### config.mk
export PLATFORM = sky130hd
export DESIGN_NAME = midi_msg_parser_flat
export DESIGN_NICKNAME = d
export VERILOG_FILES = /design/src/rtl/midi_msg_parser_if.sv /design/src/rtl/midi_msg_parser.sv /design/src/flat_wrapper.sv
export SDC_FILE = /design/constraint.sdc
export NUM_CORES = 1
export LEC_CHECK = 0
export CORE_AREA = 4 4 114 62
export CTS_BUF_LIST = sky130_fd_sc_hd__clkbuf_8
export DETAILED_ROUTE_END_ITERATION = 8
export DIE_AREA = 0 0 118 66
export HOLD_SLACK_MARGIN = 0.03
export MAX_ROUTING_LAYER = met4
export PLACE_DENSITY = 0.77
export SLEW_MARGIN = 20
export SYNTH_ARGS = -nofsm -noshare
export SYNTH_HDL_FRONTEND = slang
export SYNTH_SLANG_ARGS = --single-unit
### constraint.sdc
create_clock -name clk -period 3.31 [get_ports clk]
set_clock_uncertainty 0.1 [all_clocks]
set_input_delay 0.8275 -clock clk [delete_from_list [all_inputs] [get_ports clk]]
set_output_delay 0.8275 -clock clk [all_outputs]
set_load 0.02 [all_outputs]
### src/rtl/midi_msg_parser_if.sv
// Byte-in / message-out bundle for midi_msg_parser.
// master: byte source and message consumer; slave: the parser itself.
interface midi_msg_parser_if;
    logic       rxdv;
    logic [7:0] rxdata;
    logic       msg_valid;
    logic       msg_ready;
    logic [7:0] msg_b0;
    logic [6:0] msg_b1;
    logic [6:0] msg_b2;
    logic [1:0] msg_len;
    logic       rt_valid;
    logic [7:0] rt_byte;
    logic       drop;

    modport master (
        output rxdv, rxdata, msg_ready,
        input  msg_valid, msg_b0, msg_b1, msg_b2, msg_len, rt_valid, rt_byte, drop
    );

    modport slave (
        input  rxdv, rxdata, msg_ready,
        output msg_valid, msg_b0, msg_b1, msg_b2, msg_len, rt_valid, rt_byte, drop
    );
endinterface

### src/rtl/midi_msg_parser.sv
// MIDI byte-stream to message parser with running status and real-time bypass.
// Define MIDI_PARSER_SYSEX_EN to emit every sysex byte as a one-byte message.
module midi_msg_parser #(
    parameter int unsigned TIMEOUT_CYCLES = 120000
) (
    input logic               clk,
    input logic               rst,
    midi_msg_parser_if.slave  bus
);
    localparam int unsigned CntW = $clog2(TIMEOUT_CYCLES + 1);

    typedef enum logic [1:0] {StIdle, StWaitD1, StWaitD2, StSysex} state_e;

    state_e          state_q, state_d;
    logic [7:0]      rs_q, rs_d;
    logic            rs_vld_q, rs_vld_d;
    logic [7:0]      st_q, st_d;
    logic [1:0]      len_q, len_d;
    logic [6:0]      b1_q, b1_d;
    logic [CntW-1:0] cnt_q, cnt_d;

    logic            msg_valid_q, msg_valid_d;
    logic [7:0]      msg_b0_q, msg_b0_d;
    logic [6:0]      msg_b1_q, msg_b1_d, msg_b2_q, msg_b2_d;
    logic [1:0]      msg_len_q, msg_len_d;
    logic            rt_valid_q, rt_valid_d;
    logic [7:0]      rt_byte_q, rt_byte_d;
    logic            drop_q, drop_d;

    logic [7:0]      rx_byte;
    logic            is_rt, timeout, done, load;
    logic [7:0]      done_b0;
    logic [6:0]      done_b1, done_b2;
    logic [1:0]      done_len;
    state_e          after_done;

    assign rx_byte    = bus.rxdata;
    assign is_rt      = bus.rxdv && (rx_byte >= 8'hF8);
    assign timeout    = (cnt_q == CntW'(TIMEOUT_CYCLES)) &&
                        (state_q == StWaitD1 || state_q == StWaitD2);
    // Channel messages keep running status; system common ones do not.
    assign after_done = (st_q < 8'hF0) ? StWaitD1 : StIdle;

    always_comb begin
        state_d  = state_q;
        rs_d     = rs_q;
        rs_vld_d = rs_vld_q;
        st_d     = st_q;
        len_d    = len_q;
        b1_d     = b1_q;
        done     = 1'b0;
        done_b0  = 8'h00;
        done_b1  = 7'h00;
        done_b2  = 7'h00;
        done_len = 2'd0;

        if (bus.rxdv && !is_rt) begin
            if (rx_byte[7]) begin
`ifdef MIDI_PARSER_SYSEX_EN
                if (state_q == StSysex && rx_byte == 8'hF7) begin
                    done     = 1'b1;
                    done_b0  = rx_byte;
                    done_len = 2'd1;
                end
`endif
                state_d = StIdle;
                if (rx_byte < 8'hF0) begin
                    rs_d     = rx_byte;
                    rs_vld_d = 1'b1;
                    st_d     = rx_byte;
                    len_d    = (rx_byte[7:5] == 3'b110) ? 2'd2 : 2'd3;
                    state_d  = StWaitD1;
                end else begin
                    rs_vld_d = 1'b0;
                    unique case (rx_byte)
                        8'hF0: begin
                            state_d = StSysex;
`ifdef MIDI_PARSER_SYSEX_EN
                            done     = 1'b1;
                            done_b0  = rx_byte;
                            done_len = 2'd1;
`endif
                        end
                        8'hF1, 8'hF3: begin
                            st_d    = rx_byte;
                            len_d   = 2'd2;
                            state_d = StWaitD1;
                        end
                        8'hF2: begin
                            st_d    = rx_byte;
                            len_d   = 2'd3;
                            state_d = StWaitD1;
                        end
                        8'hF6: begin
                            done     = 1'b1;
                            done_b0  = rx_byte;
                            done_len = 2'd1;
                        end
                        default: ;
                    endcase
                end
            end else begin
                unique case (state_q)
                    StWaitD1: begin
                        b1_d = rx_byte[6:0];
                        if (len_q == 2'd2) begin
                            done     = 1'b1;
                            done_b0  = st_q;
                            done_b1  = rx_byte[6:0];
                            done_len = 2'd2;
                            state_d  = after_done;
                        end else begin
                            state_d = StWaitD2;
                        end
                    end
                    StWaitD2: begin
                        done     = 1'b1;
                        done_b0  = st_q;
                        done_b1  = b1_q;
                        done_b2  = rx_byte[6:0];
                        done_len = 2'd3;
                        state_d  = after_done;
                    end
                    StSysex: begin
`ifdef MIDI_PARSER_SYSEX_EN
                        done     = 1'b1;
                        done_b0  = rx_byte;
                        done_len = 2'd1;
`endif
                    end
                    default: ;
                endcase
            end
        end else if (!bus.rxdv && timeout) begin
            state_d = rs_vld_q ? StWaitD1 : StIdle;
        end

        if (bus.rxdv) begin
            cnt_d = '0;
        end else if (cnt_q == CntW'(TIMEOUT_CYCLES)) begin
            cnt_d = cnt_q;
        end else begin
            cnt_d = cnt_q + 1'b1;
        end
    end

    // Single-entry output register; a simultaneous transfer frees the slot.
    always_comb begin
        load        = done && (!msg_valid_q || bus.msg_ready);
        drop_d      = done && !load;
        msg_valid_d = msg_valid_q && !bus.msg_ready;
        msg_b0_d    = msg_b0_q;
        msg_b1_d    = msg_b1_q;
        msg_b2_d    = msg_b2_q;
        msg_len_d   = msg_len_q;
        if (load) begin
            msg_valid_d = 1'b1;
            msg_b0_d    = done_b0;
            msg_b1_d    = done_b1;
            msg_b2_d    = done_b2;
            msg_len_d   = done_len;
        end
        rt_valid_d = is_rt;
        rt_byte_d  = is_rt ? rx_byte : rt_byte_q;
    end

    always_ff @(posedge clk or posedge rst) begin
        if (rst) begin
            state_q     <= StIdle;
            rs_q        <= 8'h00;
            rs_vld_q    <= 1'b0;
            st_q        <= 8'h00;
            len_q       <= 2'd0;
            b1_q        <= 7'h00;
            cnt_q       <= '0;
            msg_valid_q <= 1'b0;
            msg_b0_q    <= 8'h00;
            msg_b1_q    <= 7'h00;
            msg_b2_q    <= 7'h00;
            msg_len_q   <= 2'd0;
            rt_valid_q  <= 1'b0;
            rt_byte_q   <= 8'h00;
            drop_q      <= 1'b0;
        end else begin
            state_q     <= state_d;
            rs_q        <= rs_d;
            rs_vld_q    <= rs_vld_d;
            st_q        <= st_d;
            len_q       <= len_d;
            b1_q        <= b1_d;
            cnt_q       <= cnt_d;
            msg_valid_q <= msg_valid_d;
            msg_b0_q    <= msg_b0_d;
            msg_b1_q    <= msg_b1_d;
            msg_b2_q    <= msg_b2_d;
            msg_len_q   <= msg_len_d;
            rt_valid_q  <= rt_valid_d;
            rt_byte_q   <= rt_byte_d;
            drop_q      <= drop_d;
        end
    end

    assign bus.msg_valid = msg_valid_q;
    assign bus.msg_b0    = msg_b0_q;
    assign bus.msg_b1    = msg_b1_q;
    assign bus.msg_b2    = msg_b2_q;
    assign bus.msg_len   = msg_len_q;
    assign bus.rt_valid  = rt_valid_q;
    assign bus.rt_byte   = rt_byte_q;
    assign bus.drop      = drop_q;
endmodule

### src/flat_wrapper.sv
// flat-port wrapper written by rule: the top's interface ports become plain ports
module midi_msg_parser_flat 
#(
    parameter int unsigned TIMEOUT_CYCLES = 120000
)
  (clk, rst, bus_rxdv, bus_rxdata, bus_msg_ready, bus_msg_valid, bus_msg_b0, bus_msg_b1, bus_msg_b2, bus_msg_len, bus_rt_valid, bus_rt_byte, bus_drop);
  midi_msg_parser_if bus_i ();
  input logic clk;
  input logic rst;
  input wire logic [$bits(bus_i.rxdv)-1:0] bus_rxdv;
  input wire logic [$bits(bus_i.rxdata)-1:0] bus_rxdata;
  input wire logic [$bits(bus_i.msg_ready)-1:0] bus_msg_ready;
  output wire logic [$bits(bus_i.msg_valid)-1:0] bus_msg_valid;
  output wire logic [$bits(bus_i.msg_b0)-1:0] bus_msg_b0;
  output wire logic [$bits(bus_i.msg_b1)-1:0] bus_msg_b1;
  output wire logic [$bits(bus_i.msg_b2)-1:0] bus_msg_b2;
  output wire logic [$bits(bus_i.msg_len)-1:0] bus_msg_len;
  output wire logic [$bits(bus_i.rt_valid)-1:0] bus_rt_valid;
  output wire logic [$bits(bus_i.rt_byte)-1:0] bus_rt_byte;
  output wire logic [$bits(bus_i.drop)-1:0] bus_drop;
  assign bus_i.rxdv = bus_rxdv;
  assign bus_i.rxdata = bus_rxdata;
  assign bus_i.msg_ready = bus_msg_ready;
  assign bus_msg_valid = bus_i.msg_valid;
  assign bus_msg_b0 = bus_i.msg_b0;
  assign bus_msg_b1 = bus_i.msg_b1;
  assign bus_msg_b2 = bus_i.msg_b2;
  assign bus_msg_len = bus_i.msg_len;
  assign bus_rt_valid = bus_i.rt_valid;
  assign bus_rt_byte = bus_i.rt_byte;
  assign bus_drop = bus_i.drop;
  midi_msg_parser #(.TIMEOUT_CYCLES(TIMEOUT_CYCLES)) u_core (.clk(clk), .rst(rst), .bus(bus_i));
endmodule
==> reports/metrics.csv, run 1 <==
metric,value,unit
cts_tree,built,
cts.sinks,71,
grt_pass1_wl,12700,µm
yosysSeqAreaShare,55.1,%
end_kind,flop,
hp-class,reg -> reg,
clockRootBuffer,clkbuf_8,
min_to,u_core.bus.rt_byte[6],
row_count,20,
min_from,u_core.bus.rt_byte[6],
worstPathMaxFanout,12,
min_period_over_period,88.0,%
yosysUniqueCellTypes,47,
yosysMostFrequentCell,dfrtp_1,
tightest_slew,0.733,ns
h-tree-depth,3,
globalplace.congestion,0.918,
dr_wl_met2,3640,µm
worstSkewPairLatency,0.35,ns
vias_per_cell,5.64,
drc,0,
synth_commonest_cells,"71 x dfrtp_1, 26 x nor2_1, 24 x mux2_2, 16 x o21ai_0, 13 x nand2_1",
whs_path_depth,1,
ys_warn_count,0,
synth.largest_area_cell,dfrtp_1,
rr_startpoint,u_core.state_q[0],
ir_worst_vdd,333,µV
report.final.hold_viol_count,0,
layout_setup_ws,0.396,ns
design.portCount,47,
core-area,5960,µm²
cts_buffers,9,
die-area,7790,µm²
setup_viol,0,
met3_wirelength,388,µm
pwr_density_cell,621,nW/µm²
die_h,66,µm
crit_required,3.44,ns
ys.flop_type,dfrtp_1,
place_worst_setup_slack,0.0239,ns
p_total,2.46,mW
die_w,118,µm
grt_overflow,0,
cp_data_arrival_time,3.05,ns
synth_nets,301,
rsz0062_at_grt,false,
netlist_area,3220,µm²
synth-edff-count,0,
cap_violations,0,
antenna_found_initial,0,
first_pass_iters,4,
synth.avg_cell_area,11.3,µm²
timing.reg2reg.setup_slack,0.74,ns
rr_worst_depth,7,
n_antenna_cell,0,
final_antenna_net_count,0,
ys_async_sr_fraction,100,%
totalWireLength,7470,µm
highest_layer,met4,
cts-resized-gates,0,
nets,357,
wl_met1,3300,µm
placed_area,3810,µm²
hold_buffers,0,
period_needed,2.91,ns
start_kind,input pin,
final_area,3960,µm²
p_leak,1.75,nW
yosys.area.top_type_share,55.1,%
criticalPathCategory,in -> reg,
n_fill_cell,475,
initial_core_util,54.1,%
grt_pass1_vias,2564,
clk_pin_slew,0.07,ns
clock_path_buffers,2,
maxSlewViolCount,0,
fin_cells,420,
status,finished clean,
synthToLayoutAreaGrowth,22.9,%
cts_setup_buffers,0,
dp_cells,407,
first_iter_violations,123,
synth.area.top_cells,"dfrtp_1 55%, mux2_2 8.4%, nor2_1 3.0%",
multi_input_area,1330,µm²
max_clock_freq,343,MHz
grt_max_degree,26,
grt.total_usage,22.0,%
r2r_end,u_core.bus.msg_b2[2],
max_slew_margin,51.1,%
ys_seq_elements,71,
place_hpwl,5420,µm
synthCells,285,
regArea,1780,µm²
wl_per_cell,17.8,µm
port_buffers,46,
layout-drive-gt1-share,18.1,%
fin_setup_tns,0,ns
vias,2370,
cells in the final DEF, fill, tap and decap left out, drive strengths merged, types with 4 or more instances in the layout:
cell type       n
nand4           6
clkdlybuf4s50  46
o31ai           7
mux2           24
dfrtp          71
nor2           27
xnor2           4
clkbuf         10
ha              4
nor2b           4
a22oi           7
nor3            4
and3            9
nand2          13
or2             6
o21ai          17
buf            16
o22a            6
xor2           11
nand3          10
inv             9
cell families (layout without fill, tap and decap cells):
family	after synthesis	after routing	share of synthesized area [%]
buffers and inverters	25	83	3.69
xor gates and xnor gates	15	15	4.07
muxes	25	25	8.69
AOI/OAI and AO/OA	51	51	11.3
DFF	71	71	55.1
adders and majority gates	4	4	1.55
and+or+nand+nor	94	94	15.6
how the worst max path moves through the flow:
stage                   from                   end  slack [ns]  depth (start not counted)
3_5_place_dp   bus_rxdata[7]  u_core.bus.msg_b2[2]        0.02                          6
2_1_floorplan            rst        u_core.b1_q[0]        0.59                          1
3_3_place_gp   bus_rxdata[7]  u_core.bus.msg_b2[5]        0.11                          6
6_report       bus_rxdata[7]  u_core.bus.msg_b2[2]        0.40                          6
4_1_cts        bus_rxdata[7]  u_core.bus.msg_b2[2]        0.41                          6
5_1_grt        bus_rxdata[7]  u_core.bus.msg_b2[2]        0.27                          6
worst max-delay path, stage by stage:
cell and delay (ns):
clkdlybuf4s50_1 0.60, and4_1 0.29, nand4b_1 0.17, o31a_4 0.38
nor2_2 0.38, mux2_2 0.40
power by group:
part           switching, mW  internal (mW)  leakage [nW]
sequential            0.0963           1.04         0.908
combinational          0.383          0.375         0.756
clock                  0.297          0.274        0.0850
total                  0.776           1.69          1.75
area by class of cell:
class | instances | share of cell area, %
flip-flops and latches | 71 | 44.8
multi-input cells | 189 | 33.5
repair buffers | 62 | 14.6
clock buffers | 10 | 3.47
well taps | 77 | 2.43
inverters | 8 | 0.758
clock inverters | 3 | 0.347
metrics by stage:
| step | hold slack (ns) | util (%) |
|---|---|---|
| final | 0.379 | 66.6 |
| after global routing | 0.397 | 66.6 |
| after CTS | 0.378 | 66.6 |
| after detailed placement | 0.361 | 64.0 |
| after global placement | 0.355 | 64.0 |
| after floorplan | 0.351 | - |
state kept, by name (all words and copies together) (netlist names), 2 cells and up:
signal              count
u_core.b1_q             7
u_core.bus.msg_len      2
u_core.bus.msg_b2       7
u_core.len_q            2
u_core.st_q             7
u_core.bus.msg_b1       7
u_core.state_q          2
u_core.bus.rt_byte      8
u_core.bus.msg_b0       8
u_core.cnt_q           17
routing by layer:
metal | vias up | track usage [%]
li1 | 1112 | -
met1 | 1177 | 25.4
met2 | 68 | 36.2
met3 | 13 | 7.09
met4 | 0 | 9.34
met5 | - | -
Note: power is estimated with default switching activity, not from simulation.
==> inputs of run 2 (changes only) <==
--- a/config.mk
+++ b/config.mk
@@ -5,13 +5,13 @@
 export SDC_FILE = /design/constraint.sdc
 export NUM_CORES = 1
 export LEC_CHECK = 0
-export CORE_AREA = 4 4 114 62
+export CORE_AREA = 4 4 119 64
 export CTS_BUF_LIST = sky130_fd_sc_hd__clkbuf_8
 export DETAILED_ROUTE_END_ITERATION = 8
-export DIE_AREA = 0 0 118 66
+export DIE_AREA = 0 0 123 68
 export HOLD_SLACK_MARGIN = 0.03
 export MAX_ROUTING_LAYER = met4
-export PLACE_DENSITY = 0.77
+export PLACE_DENSITY = 0.71
 export SLEW_MARGIN = 20
 export SYNTH_ARGS = -nofsm -noshare
 export SYNTH_HDL_FRONTEND = slang
==> reports/metrics.csv, run 2 (synthesis gave the netlist of run 1 again) <==
metric,value,unit,change
wl_per_cell,16.1,µm,-9.3%
timing.reg2reg.setup_slack,0.73,ns,about the same
clk_pin_slew,0.07,ns,about the same
report.final.hold_viol_count,0,,unchanged
n_antenna_cell,0,,unchanged
initial_core_util,49.3,%,-4.9 points
period_needed,2.83,ns,-0.0809 ns
path_delay_family,buffers and inverters,,
synthToLayoutAreaGrowth,23.5,%,
regMostFlops,u_core.cnt_q,,
fin_util,60.9,%,-5.7 points
rr_worst_depth,8,,+1
port_buffers,46,,unchanged
place_hpwl,5150,µm,-5.0%
final_cell_mix,"71 x dfrtp_1, 46 x clkdlybuf4s50_1, 26 x nor2_1",,
hold_buffers,0,,unchanged
whs,0.367,ns,-0.0111 ns
nets,356,,-0.28%
vias,2407,,+1.6%
grt_pass1_vias,2474,,-3.5%
grt.total_usage,19.3,%,-2.7 points
core-area,6540,µm²,+9.9%
cpPeakStageDelay,0.60,ns,about the same
globalplace.congestion,0.885,,-3.6%
r2r_end,u_core.bus.msg_b2[4],,
fin_setup_tns,0,ns,unchanged
worstPathMaxFanout,13,,+1
worstSkewPairLatency,0.34,ns,about the same
start_kind,input pin,,
cts-resized-gates,0,,unchanged
die_w,123,µm,+4.2%
clock_path_buffers,2,,unchanged
max_clock_freq,353,MHz,+2.9%
grt_max_degree,38,,+46%
clockRootBuffer,clkbuf_8,,
whs_path_depth,1,,unchanged
first_iter_violations,222,,+80%
rr_startpoint,u_core.state_q[0],,
crit_buf_inv,2,,+1
antenna_found_initial,0,,unchanged
hp-class,reg -> reg,,
min_period_over_period,85.6,%,-2.4 points
die_h,68,µm,+3.0%
rsz0062_at_grt,false,,
max_slew_margin,69.3,%,+18 points
grt_overflow,0,,unchanged
vias_per_cell,5.52,,-2.2%
first_pass_iters,4,,unchanged
largest_reg_flops,17,,unchanged
layout-drive-gt1-share,17.4,%,-0.63 points
maxSlewViolCount,0,,unchanged
h-tree-depth,3,,unchanged
crit_required,3.43,ns,about the same
final_antenna_net_count,0,,unchanged
cts_buffers,9,,unchanged
setup_viol,0,,unchanged
grt_pass1_wl,12000,µm,-5.6%
min_to,u_core.bus.rt_byte[3],,
criticalPathCategory,in -> reg,,
crit_path_cell_trace,clkdlybuf4s50_1 -> and4_1 -> nand4b_1 -> o31a_4 -> nor2_2 -> buf_4 -> mux2_2,,
pwr_density_cell,614,nW/µm²,-1.2%
row_count,21,,+5.0%
ir_worst_vdd,204,µV,-39%
tightest_slew,0.454,ns,-0.279 ns
cp_data_arrival_time,2.95,ns,-0.10 ns
final_common_cell,dfrtp_1,,
totalWireLength,7030,µm,-5.9%
status,finished clean,,
cap_violations,0,,unchanged
worst_path_max_delay_cell,clkdlybuf4s50_1,,
p_leak,1.76,nW,+0.48%
min_from,u_core.bus.rt_byte[3],,
design.portCount,47,,unchanged
end_kind,flop,,
cts_setup_buffers,0,,unchanged
drc,0,,unchanged
cts.sinks,71,,unchanged
cts_tree,built,,
die-area,8360,µm²,+7.4%
run 2: worst register-to-register path: cells and delay by family, from the launching register on:
family                     cells  cell delay (ns)
AOI/OAI and AO/OA              2             0.40
adders and majority gates      1             0.36
buffers and inverters          2             0.26
DFF                            1             0.36
muxes                          1             0.36
and+or+nand+nor                2             0.63
run 2: stage by stage:
stage / instances / total power [mW] / setup WS, ns / area [µm²]
after floorplan: 285 / 1.58 / 0.586 / 3220
after global placement: 421 / 1.87 / 0.240 / 3820
after detailed placement: 421 / 1.90 / 0.159 / 3820
after CTS: 436 / 2.47 / 0.513 / 3980
after global routing: 436 / 2.59 / 0.420 / 3980
final: 436 / 2.44 / 0.477 / 3980
run 2: metal layers:
metal | up-vias | global-route usage, % | wire length [µm]
met4 | 0 | 7.31 | 111
met5 | - | - | 0
met1 | 1198 | 23.3 | 3150
met2 | 76 | 31.8 | 3410
met3 | 13 | 5.04 | 353
li1 | 1120 | - | -
run 2: worst max-delay path by stage:
stage	start	endpoint	cells past startpoint
after floorplan	rst	u_core.b1_q[0]	1
after global placement	bus_rxdata[5]	u_core.bus.msg_b2[3]	7
after detailed placement	bus_rxdata[5]	u_core.bus.msg_b2[4]	7
after CTS	bus_rxdata[5]	u_core.bus.msg_b2[4]	7
after global routing	bus_rxdata[5]	u_core.bus.msg_b2[6]	7
final	bus_rxdata[5]	u_core.bus.msg_b2[4]	7
run 2: cell type report:
class / instances / area (µm²)
Clock buffer: 10 / 138
Clock inverter: 5 / 20.0
Fill cell: 531 / 2560
Inverter: 8 / 30.0
Multi-Input combinational cell: 189 / 1330
Sequential cell: 71 / 1780
Tap cell: 92 / 115
Timing Repair Buffer: 61 / 573
run 2: where the power goes:
| part | switching, mW | internal (mW) | leakage (nW) |
|---|---|---|---|
| Clock | 0.292 | 0.276 | 0.0971 |
| Sequential | 0.0945 | 1.04 | 0.908 |
| Combinational | 0.372 | 0.372 | 0.752 |
| Total | 0.758 | 1.69 | 1.76 |
